### src/rtl/sfp_seq_if.sv
// sfp_seq_if: bundle of the job-control, psum-SRAM, sfp_row, peer-sync and
// output-SRAM signals of the sfp_seq normalization sequencer.
//   master : the sequencer (drives busy/done, SRAM reads, acc/div, writes)
//   slave  : the surroundings (start/num_rows, read data, sfp_row result,
//            peer handshake)
interface sfp_seq_if #(
  parameter int col     = 8,
  parameter int bw      = 8,
  parameter int bw_psum = 20,
  parameter int addr_w  = 4
);
  logic                     start;
  logic [addr_w:0]          num_rows;
  logic                     busy;
  logic                     done;
  logic                     mem_rd;
  logic [addr_w-1:0]        mem_addr;
  logic [col*bw_psum-1:0]   mem_rdata;
  logic [col*bw_psum-1:0]   sfp_in;
  logic                     acc;
  logic                     div;
  logic [col*bw_psum-1:0]   sfp_out;
  logic                     peer_sync_out;
  logic                     peer_sync_in;
  logic                     out_wr;
  logic [addr_w-1:0]        out_addr;
  logic [col*bw-1:0]        out_data;

  modport master (
    input  start, num_rows, mem_rdata, sfp_out, peer_sync_in,
    output busy, done, mem_rd, mem_addr, sfp_in, acc, div,
           peer_sync_out, out_wr, out_addr, out_data
  );

  modport slave (
    output start, num_rows, mem_rdata, sfp_out, peer_sync_in,
    input  busy, done, mem_rd, mem_addr, sfp_in, acc, div,
           peer_sync_out, out_wr, out_addr, out_data
  );
endinterface

### src/rtl/sfp_seq.sv
// sfp_seq: drives one sfp_row through a normalization of up to 2^addr_w psum
// rows: an accumulate sweep over the psum SRAM, an optional peer-core ready
// handshake, a divide sweep, then saturating quantization of the sfp_row
// result into output-SRAM writes.
//
// Ports
//   clk   : single rising-edge clock
//   reset : synchronous, active-high
//   bus   : sfp_seq_if.master (start/num_rows/busy/done, psum SRAM read port,
//           sfp_row acc/div/sfp_in/sfp_out, peer_sync_out/in, output SRAM
//           write port)
//
// Build option
//   SFP_PEER_SYNC_EN : when defined, the SYNC state waits for peer_sync_in
//                      between the two sweeps; when undefined, SYNC is
//                      skipped, peer_sync_out is 0 and peer_sync_in unused.
//
// state       | meaning
// ------------+------------------------------------------------
// IDLE        | waiting for start
// ACC_RD      | reading rows 0..N-1 for the accumulate pass
// ACC_DRAIN   | last accumulate read data in flight
// SYNC        | peer_sync_out high, waiting for peer_sync_in
// DIV_RD      | reading rows 0..N-1 for the divide pass
// DIV_DRAIN   | last divide read data in flight
// WB_DRAIN    | last sfp_row result being written
// DONE        | done pulse
module sfp_seq #(
  parameter int col     = 8,
  parameter int bw      = 8,
  parameter int bw_psum = 20,
  parameter int addr_w  = 4
) (
  input  logic          clk,
  input  logic          reset,
  sfp_seq_if.master     bus
);

  localparam logic [2:0] S_IDLE      = 3'd0;
  localparam logic [2:0] S_ACC_RD    = 3'd1;
  localparam logic [2:0] S_ACC_DRAIN = 3'd2;
  localparam logic [2:0] S_SYNC      = 3'd3;
  localparam logic [2:0] S_DIV_RD    = 3'd4;
  localparam logic [2:0] S_DIV_DRAIN = 3'd5;
  localparam logic [2:0] S_WB_DRAIN  = 3'd6;
  localparam logic [2:0] S_DONE      = 3'd7;

  localparam logic [addr_w:0]    MAX_ROWS = {1'b1, {addr_w{1'b0}}};
  localparam logic [addr_w:0]    ROWS_ONE = {{addr_w{1'b0}}, 1'b1};
  localparam logic [addr_w-1:0]  CNT_ONE  = {{(addr_w-1){1'b0}}, 1'b1};
  localparam logic [bw_psum-1:0] LANE_MAX = {{(bw_psum-bw){1'b0}}, {bw{1'b1}}};

  logic [2:0]        r_state;
  logic [addr_w:0]   r_rows;
  logic [addr_w-1:0] r_cnt;
  logic [addr_w-1:0] r_addr_d1;
  logic [addr_w-1:0] r_addr_d2;
  logic              r_acc;
  logic              r_div;
  logic              r_out_wr;

  logic              w_rd_acc;
  logic              w_rd_div;
  logic              w_last;

  assign w_rd_acc = (r_state == S_ACC_RD);
  assign w_rd_div = (r_state == S_DIV_RD);
  // r_rows is never 0 in a read state, so N-1 cannot wrap.
  assign w_last   = ({1'b0, r_cnt} == (r_rows - ROWS_ONE));

  always_ff @(posedge clk) begin
    if (reset) begin
      r_state   <= S_IDLE;
      r_rows    <= '0;
      r_cnt     <= '0;
      r_addr_d1 <= '0;
      r_addr_d2 <= '0;
      r_acc     <= 1'b0;
      r_div     <= 1'b0;
      r_out_wr  <= 1'b0;
    end else begin
      // acc/div line up with the 1-cycle SRAM latency; out_wr with sfp_row's.
      r_acc     <= w_rd_acc;
      r_div     <= w_rd_div;
      r_out_wr  <= r_div;
      r_addr_d1 <= r_cnt;
      r_addr_d2 <= r_addr_d1;
      case (r_state)
        S_IDLE: begin
          if (bus.start) begin
            r_rows  <= (bus.num_rows > MAX_ROWS) ? MAX_ROWS : bus.num_rows;
            r_cnt   <= '0;
            r_state <= (bus.num_rows == '0) ? S_DONE : S_ACC_RD;
          end
        end
        S_ACC_RD: begin
          if (w_last) begin
            r_cnt   <= '0;
            r_state <= S_ACC_DRAIN;
          end else begin
            r_cnt   <= r_cnt + CNT_ONE;
          end
        end
`ifdef SFP_PEER_SYNC_EN
        S_ACC_DRAIN: r_state <= S_SYNC;
        S_SYNC: begin
          if (bus.peer_sync_in) r_state <= S_DIV_RD;
        end
`else
        S_ACC_DRAIN: r_state <= S_DIV_RD;
`endif
        S_DIV_RD: begin
          if (w_last) begin
            r_cnt   <= '0;
            r_state <= S_DIV_DRAIN;
          end else begin
            r_cnt   <= r_cnt + CNT_ONE;
          end
        end
        S_DIV_DRAIN: r_state <= S_WB_DRAIN;
        S_WB_DRAIN:  r_state <= S_DONE;
        S_DONE:      r_state <= S_IDLE;
        default:     r_state <= S_IDLE;
      endcase
    end
  end

  assign bus.busy     = (r_state != S_IDLE);
  assign bus.done     = (r_state == S_DONE);
  assign bus.mem_rd   = w_rd_acc | w_rd_div;
  assign bus.mem_addr = r_cnt;
  assign bus.sfp_in   = bus.mem_rdata;
  assign bus.acc      = r_acc;
  assign bus.div      = r_div;
  assign bus.out_wr   = r_out_wr;
  assign bus.out_addr = r_addr_d2;

`ifdef SFP_PEER_SYNC_EN
  assign bus.peer_sync_out = (r_state == S_SYNC);
`else
  logic w_unused_peer_sync_in;
  assign w_unused_peer_sync_in = bus.peer_sync_in;
  assign bus.peer_sync_out     = 1'b0;
`endif

  // A lane holding the entire row sum normalizes to 2^bw, one past the
  // largest representable code, so lanes saturate instead of truncating.
  for (genvar gi = 0; gi < col; gi++) begin : g_quant
    logic [bw_psum-1:0] w_v;
    assign w_v = bus.sfp_out[gi*bw_psum +: bw_psum];
    assign bus.out_data[gi*bw +: bw] = (w_v > LANE_MAX) ? {bw{1'b1}} : w_v[bw-1:0];
  end

endmodule
### src/flat_wrapper.sv
// flat-port wrapper written by rule: the top's interface ports become plain ports
module sfp_seq_flat 
#(
  parameter int col     = 8,
  parameter int bw      = 8,
  parameter int bw_psum = 20,
  parameter int addr_w  = 4
)
  (clk, reset, bus_start, bus_num_rows, bus_mem_rdata, bus_sfp_out, bus_peer_sync_in, bus_busy, bus_done, bus_mem_rd, bus_mem_addr, bus_sfp_in, bus_acc, bus_div, bus_peer_sync_out, bus_out_wr, bus_out_addr, bus_out_data);
  sfp_seq_if #(.col(col), .bw(bw), .bw_psum(bw_psum), .addr_w(addr_w)) bus_i ();
  input  logic clk;
  input  logic reset;
  input wire logic [$bits(bus_i.start)-1:0] bus_start;
  input wire logic [$bits(bus_i.num_rows)-1:0] bus_num_rows;
  input wire logic [$bits(bus_i.mem_rdata)-1:0] bus_mem_rdata;
  input wire logic [$bits(bus_i.sfp_out)-1:0] bus_sfp_out;
  input wire logic [$bits(bus_i.peer_sync_in)-1:0] bus_peer_sync_in;
  output wire logic [$bits(bus_i.busy)-1:0] bus_busy;
  output wire logic [$bits(bus_i.done)-1:0] bus_done;
  output wire logic [$bits(bus_i.mem_rd)-1:0] bus_mem_rd;
  output wire logic [$bits(bus_i.mem_addr)-1:0] bus_mem_addr;
  output wire logic [$bits(bus_i.sfp_in)-1:0] bus_sfp_in;
  output wire logic [$bits(bus_i.acc)-1:0] bus_acc;
  output wire logic [$bits(bus_i.div)-1:0] bus_div;
  output wire logic [$bits(bus_i.peer_sync_out)-1:0] bus_peer_sync_out;
  output wire logic [$bits(bus_i.out_wr)-1:0] bus_out_wr;
  output wire logic [$bits(bus_i.out_addr)-1:0] bus_out_addr;
  output wire logic [$bits(bus_i.out_data)-1:0] bus_out_data;
  assign bus_i.start = bus_start;
  assign bus_i.num_rows = bus_num_rows;
  assign bus_i.mem_rdata = bus_mem_rdata;
  assign bus_i.sfp_out = bus_sfp_out;
  assign bus_i.peer_sync_in = bus_peer_sync_in;
  assign bus_busy = bus_i.busy;
  assign bus_done = bus_i.done;
  assign bus_mem_rd = bus_i.mem_rd;
  assign bus_mem_addr = bus_i.mem_addr;
  assign bus_sfp_in = bus_i.sfp_in;
  assign bus_acc = bus_i.acc;
  assign bus_div = bus_i.div;
  assign bus_peer_sync_out = bus_i.peer_sync_out;
  assign bus_out_wr = bus_i.out_wr;
  assign bus_out_addr = bus_i.out_addr;
  assign bus_out_data = bus_i.out_data;
  sfp_seq #(.col(col), .bw(bw), .bw_psum(bw_psum), .addr_w(addr_w)) u_core (.clk(clk), .reset(reset), .bus(bus_i));
endmodule
### config.mk
export PLATFORM = sky130hd
export DESIGN_NAME = sfp_seq_flat
export DESIGN_NICKNAME = d
export VERILOG_FILES = /design/src/rtl/sfp_seq_if.sv /design/src/rtl/sfp_seq.sv /design/src/flat_wrapper.sv
export SDC_FILE = /design/constraint.sdc
export NUM_CORES = 1
export LEC_CHECK = 0
export BUFFER_PORTS_ARGS = -buffer_cell sky130_fd_sc_hd__buf_2
export CAP_MARGIN = 20
export CORE_AREA = 2 2 222 224
export CTS_BUF_LIST = sky130_fd_sc_hd__clkbuf_4 sky130_fd_sc_hd__clkbuf_8
export CTS_CLUSTER_SIZE = 8
export DETAILED_ROUTE_END_ITERATION = 16
export DIE_AREA = 0 0 224 226
export REMOVE_ABC_BUFFERS = 1
export SLEW_MARGIN = 40
export SYNTH_ARGS = -nofsm -noshare
export SYNTH_HDL_FRONTEND = slang
export SYNTH_SLANG_ARGS = --single-unit
export TNS_END_PERCENT = 30
### constraint.sdc
create_clock -name clk -period 2 [get_ports clk]
set_input_delay 0.4 -clock clk [delete_from_list [all_inputs] [get_ports clk]]
set_output_delay 0.4 -clock clk [all_outputs]
set_load 0.05 [all_outputs]
==> metrics.txt <==
die footprint 50,620 um2; crit start category input port; Mapped Area approximately 2800 um2; Pwr Density about 420 nW/um2; Least-Margin Pin Slew 612.1 ps; Net Sw Frac 0.4137; CP max-delay cell or2_2; Power Internal 1003 uW; Slew Viols, Final 0; CP Class in -> out; CTS tree done; element type at the critical path end output port; overall power 1710 uW; hold-fix buffers at CTS 0; worst setup margin roughly 8.3 ps; vias in the first global route around 3,000; PortBufs around 250; first-pass GRT wire length 52,390 um; synthesized area per cell between 7 and 8 um2; clk sink count 23; largest cells by area after synthesis buf_4 43%, dfxtp_1 16%, or2_2 14%, nor4_1 5.3%, nand3_1 2.1%; worst endpoint required time 1600 ps; Synth top area share 0.4280; vias per std cell 3.069; placed insts 1,076; leakage 0.001557 uW; Worst Setup Slack post-DPL -112.1 ps; sequential area share after synthesis 0.1630; RSZ-0062 raised after global routing true; CP Cell Sequence buf_2 > nor4_1 > nand3_1 > or2_2 > buf_4; clk root buf clkbuf_8; largest net degree at the start of global routing 25; Post-Layout Cell Count 1,085; share of layout cells above drive strength 1 0.7489; # Max-Cap Violations 0; WL per Instance roughly 43 um; Post-DRT Antenna Nets 0; final instance area 4059 um2; routability congestion estimate from global placement around 0.94; unique cell type count in the Yosys netlist 41; FILL cells 5,672; status finished, final reports clean; drt drc 0; Setup Skew 3.646 ps; final core utilization 0.08396; Layout Nets roughly 800; DRT Pass-1 Iters 4; most frequent cells in the layout 211 x buf_2, 54 x or2_2, 23 x dfxtp_1; DR vias 3,330; Site Rows 81; EDFF count, synth 0; worst min-delay path class reg -> reg; clock tree buffer depth 2; fin crit share 0.9958; Horiz. Die Dim approximately 220 um; Total Wirelength 46,990 um; Slew HR 0.5885; Final setup viols 0; Max FO, Critical Path 8; H-tree depth 1; # IOs 568; post-layout min period 1992 ps; maximum operating frequency roughly 500 MHz; Starting Density 0.05842; worst vdd ir between 200 and 250 uV; #FFs+latches synth 23; Clock power frac 0.176; Total GRT Usage 0.1777; Post-synth top flop dfxtp_1; chip height approximately 230 um; Psw 707.6 uW; commonest non-fill, non-tap cell in the layout buf_2; final count of hold timing violations 0; sequential fraction of design power 0.330; post-CTS setup buffer count 0; Async S/R FF share, synth 0; clk slew on worst S/H paths 80 ps; initial antenna violation count 10; worst skew pair latency 260 ps; Synth Instances 366; Combinational Power Share 0.494; largest area contributor in the netlist buf_4; Final HPWL DP 43,590 um; Syn-to-layout area delta 43.73%; grt ovf 0; DRT iter0 DRCs roughly 190; core footprint around 48,000 um2; CTS buffer count 3; Buf/Inv on CP 2; Ys Warns 0; Data arrival, critical path 1590 ps; CP top delay family simple AND/OR/NAND/NOR gates; placed instance area 3664 um2; Max stage delay on crit path 380 ps
==> area by class of cell <==
type | count | area [um2] | share of cell area
Sequential cell | 23 | 460.4 | 0.1134
Antenna cell | 5 | 12.51 | 0.003083
Inverter | 4 | 15.01 | 0.003699
Clock buffer | 4 | 48.80 | 0.01202
Timing Repair Buffer | 255 | 1506 | 0.3711
Multi-Input combinational cell | 172 | 1237 | 0.3049
Tap cell | 622 | 778.2 | 0.1917
==> stage by stage <==
step           setup TNS [ps]  hold slack [ps]
2_1_floorplan               0            413.8
3_3_place_gp            -1472            415.7
3_5_place_dp            -1707            426.8
4_1_cts                     0            446.4
5_1_grt                 -1353            456.5
6_report                    0            444.3
==> worst paths after layout <==
check                                 start                             endpoint  slack, ps  depth (start not counted)
max                         bus_sfp_out[52]                     bus_out_data[19]          8                          5
min          u_core.r_addr_d1[0]$_SDFF_PP0_    u_core.bus.out_addr[0]$_SDFF_PP0_        440                          1
max reg2reg   u_core.r_rows[1]$_SDFFE_PP0P_  u_core.bus.mem_addr[1]$_SDFFE_PP0P_        170                          7
min reg2reg  u_core.r_addr_d1[0]$_SDFF_PP0_    u_core.bus.out_addr[0]$_SDFF_PP0_        440                          1
==> state kept, by name (all words and copies together) (netlist names) <==
signal               cells
u_core.r_addr_d1         4
u_core.bus.acc           1
u_core.r_rows            5
u_core.bus.out_addr      4
u_core.bus.out_wr        1
u_core.bus.mem_addr      4
u_core.r_state           3
u_core.bus.div           1
==> power groups by stage <==
| stage | clock, uW | sequential (uW) | combinational [uW] |
|---|---|---|---|
| 3_5_place_dp | 0 | 574 | 821 |
| 4_1_cts | 309 | 564 | 828 |
| 2_1_floorplan | 0 | 659 | 365 |
| 6_report | 301 | 565 | 844 |
| 3_3_place_gp | 0 | 573 | 821 |
| 5_1_grt | 328 | 573 | 891 |
==> cells in the mapped netlist, drive strengths merged (2+ instances only) <==
| cell type | count |
|---|---|
| dfxtp | 23 |
| ha | 2 |
| a31oi | 2 |
| nor2 | 12 |
| nor2b | 9 |
| or2 | 64 |
| nor3 | 3 |
| a21oi | 6 |
| buf | 164 |
| nor4 | 25 |
| and3 | 2 |
| xnor2 | 3 |
| xor2 | 3 |
| nand4b | 3 |
| inv | 4 |
| o22ai | 2 |
| nor3b | 4 |
| nand3 | 12 |
| nand2 | 3 |
| clkbuf | 3 |
==> what timing repair did <==
item                                    CTS  global route
gates resized for setup                  48            45
pin swaps                                 3             6
endpoints found under the setup margin   40            63
==> metal layers <==
metal / track usage / vias up / part of all wire
li1: - / 1238 / -
met1: 0.1203 / 1396 / 0.24
met2: 0.2530 / 648 / 0.39
met3: 0.2856 / 38 / 0.35
met4: 0.02151 / 10 / 0.012
met5: 0.05670 / - / 0.0086
==> kinds of logic (layout without fill, tap and decap cells) <==
logic type                 after synthesis  count (layout)  synth area share
AOI/OAI and AO/OA                       19              19           0.05184
xor gates and xnor gates                 6               6           0.01861
adders and majority gates                2               2          0.008860
buffers and inverters                  171             263            0.4444
DFF                                     23              23            0.1630
muxes                                    1               1          0.003545
other                                    1               6          0.001328
and+or+nand+nor                        143             143            0.3084
No activity file was read; power rests on OpenSTA's default activity.
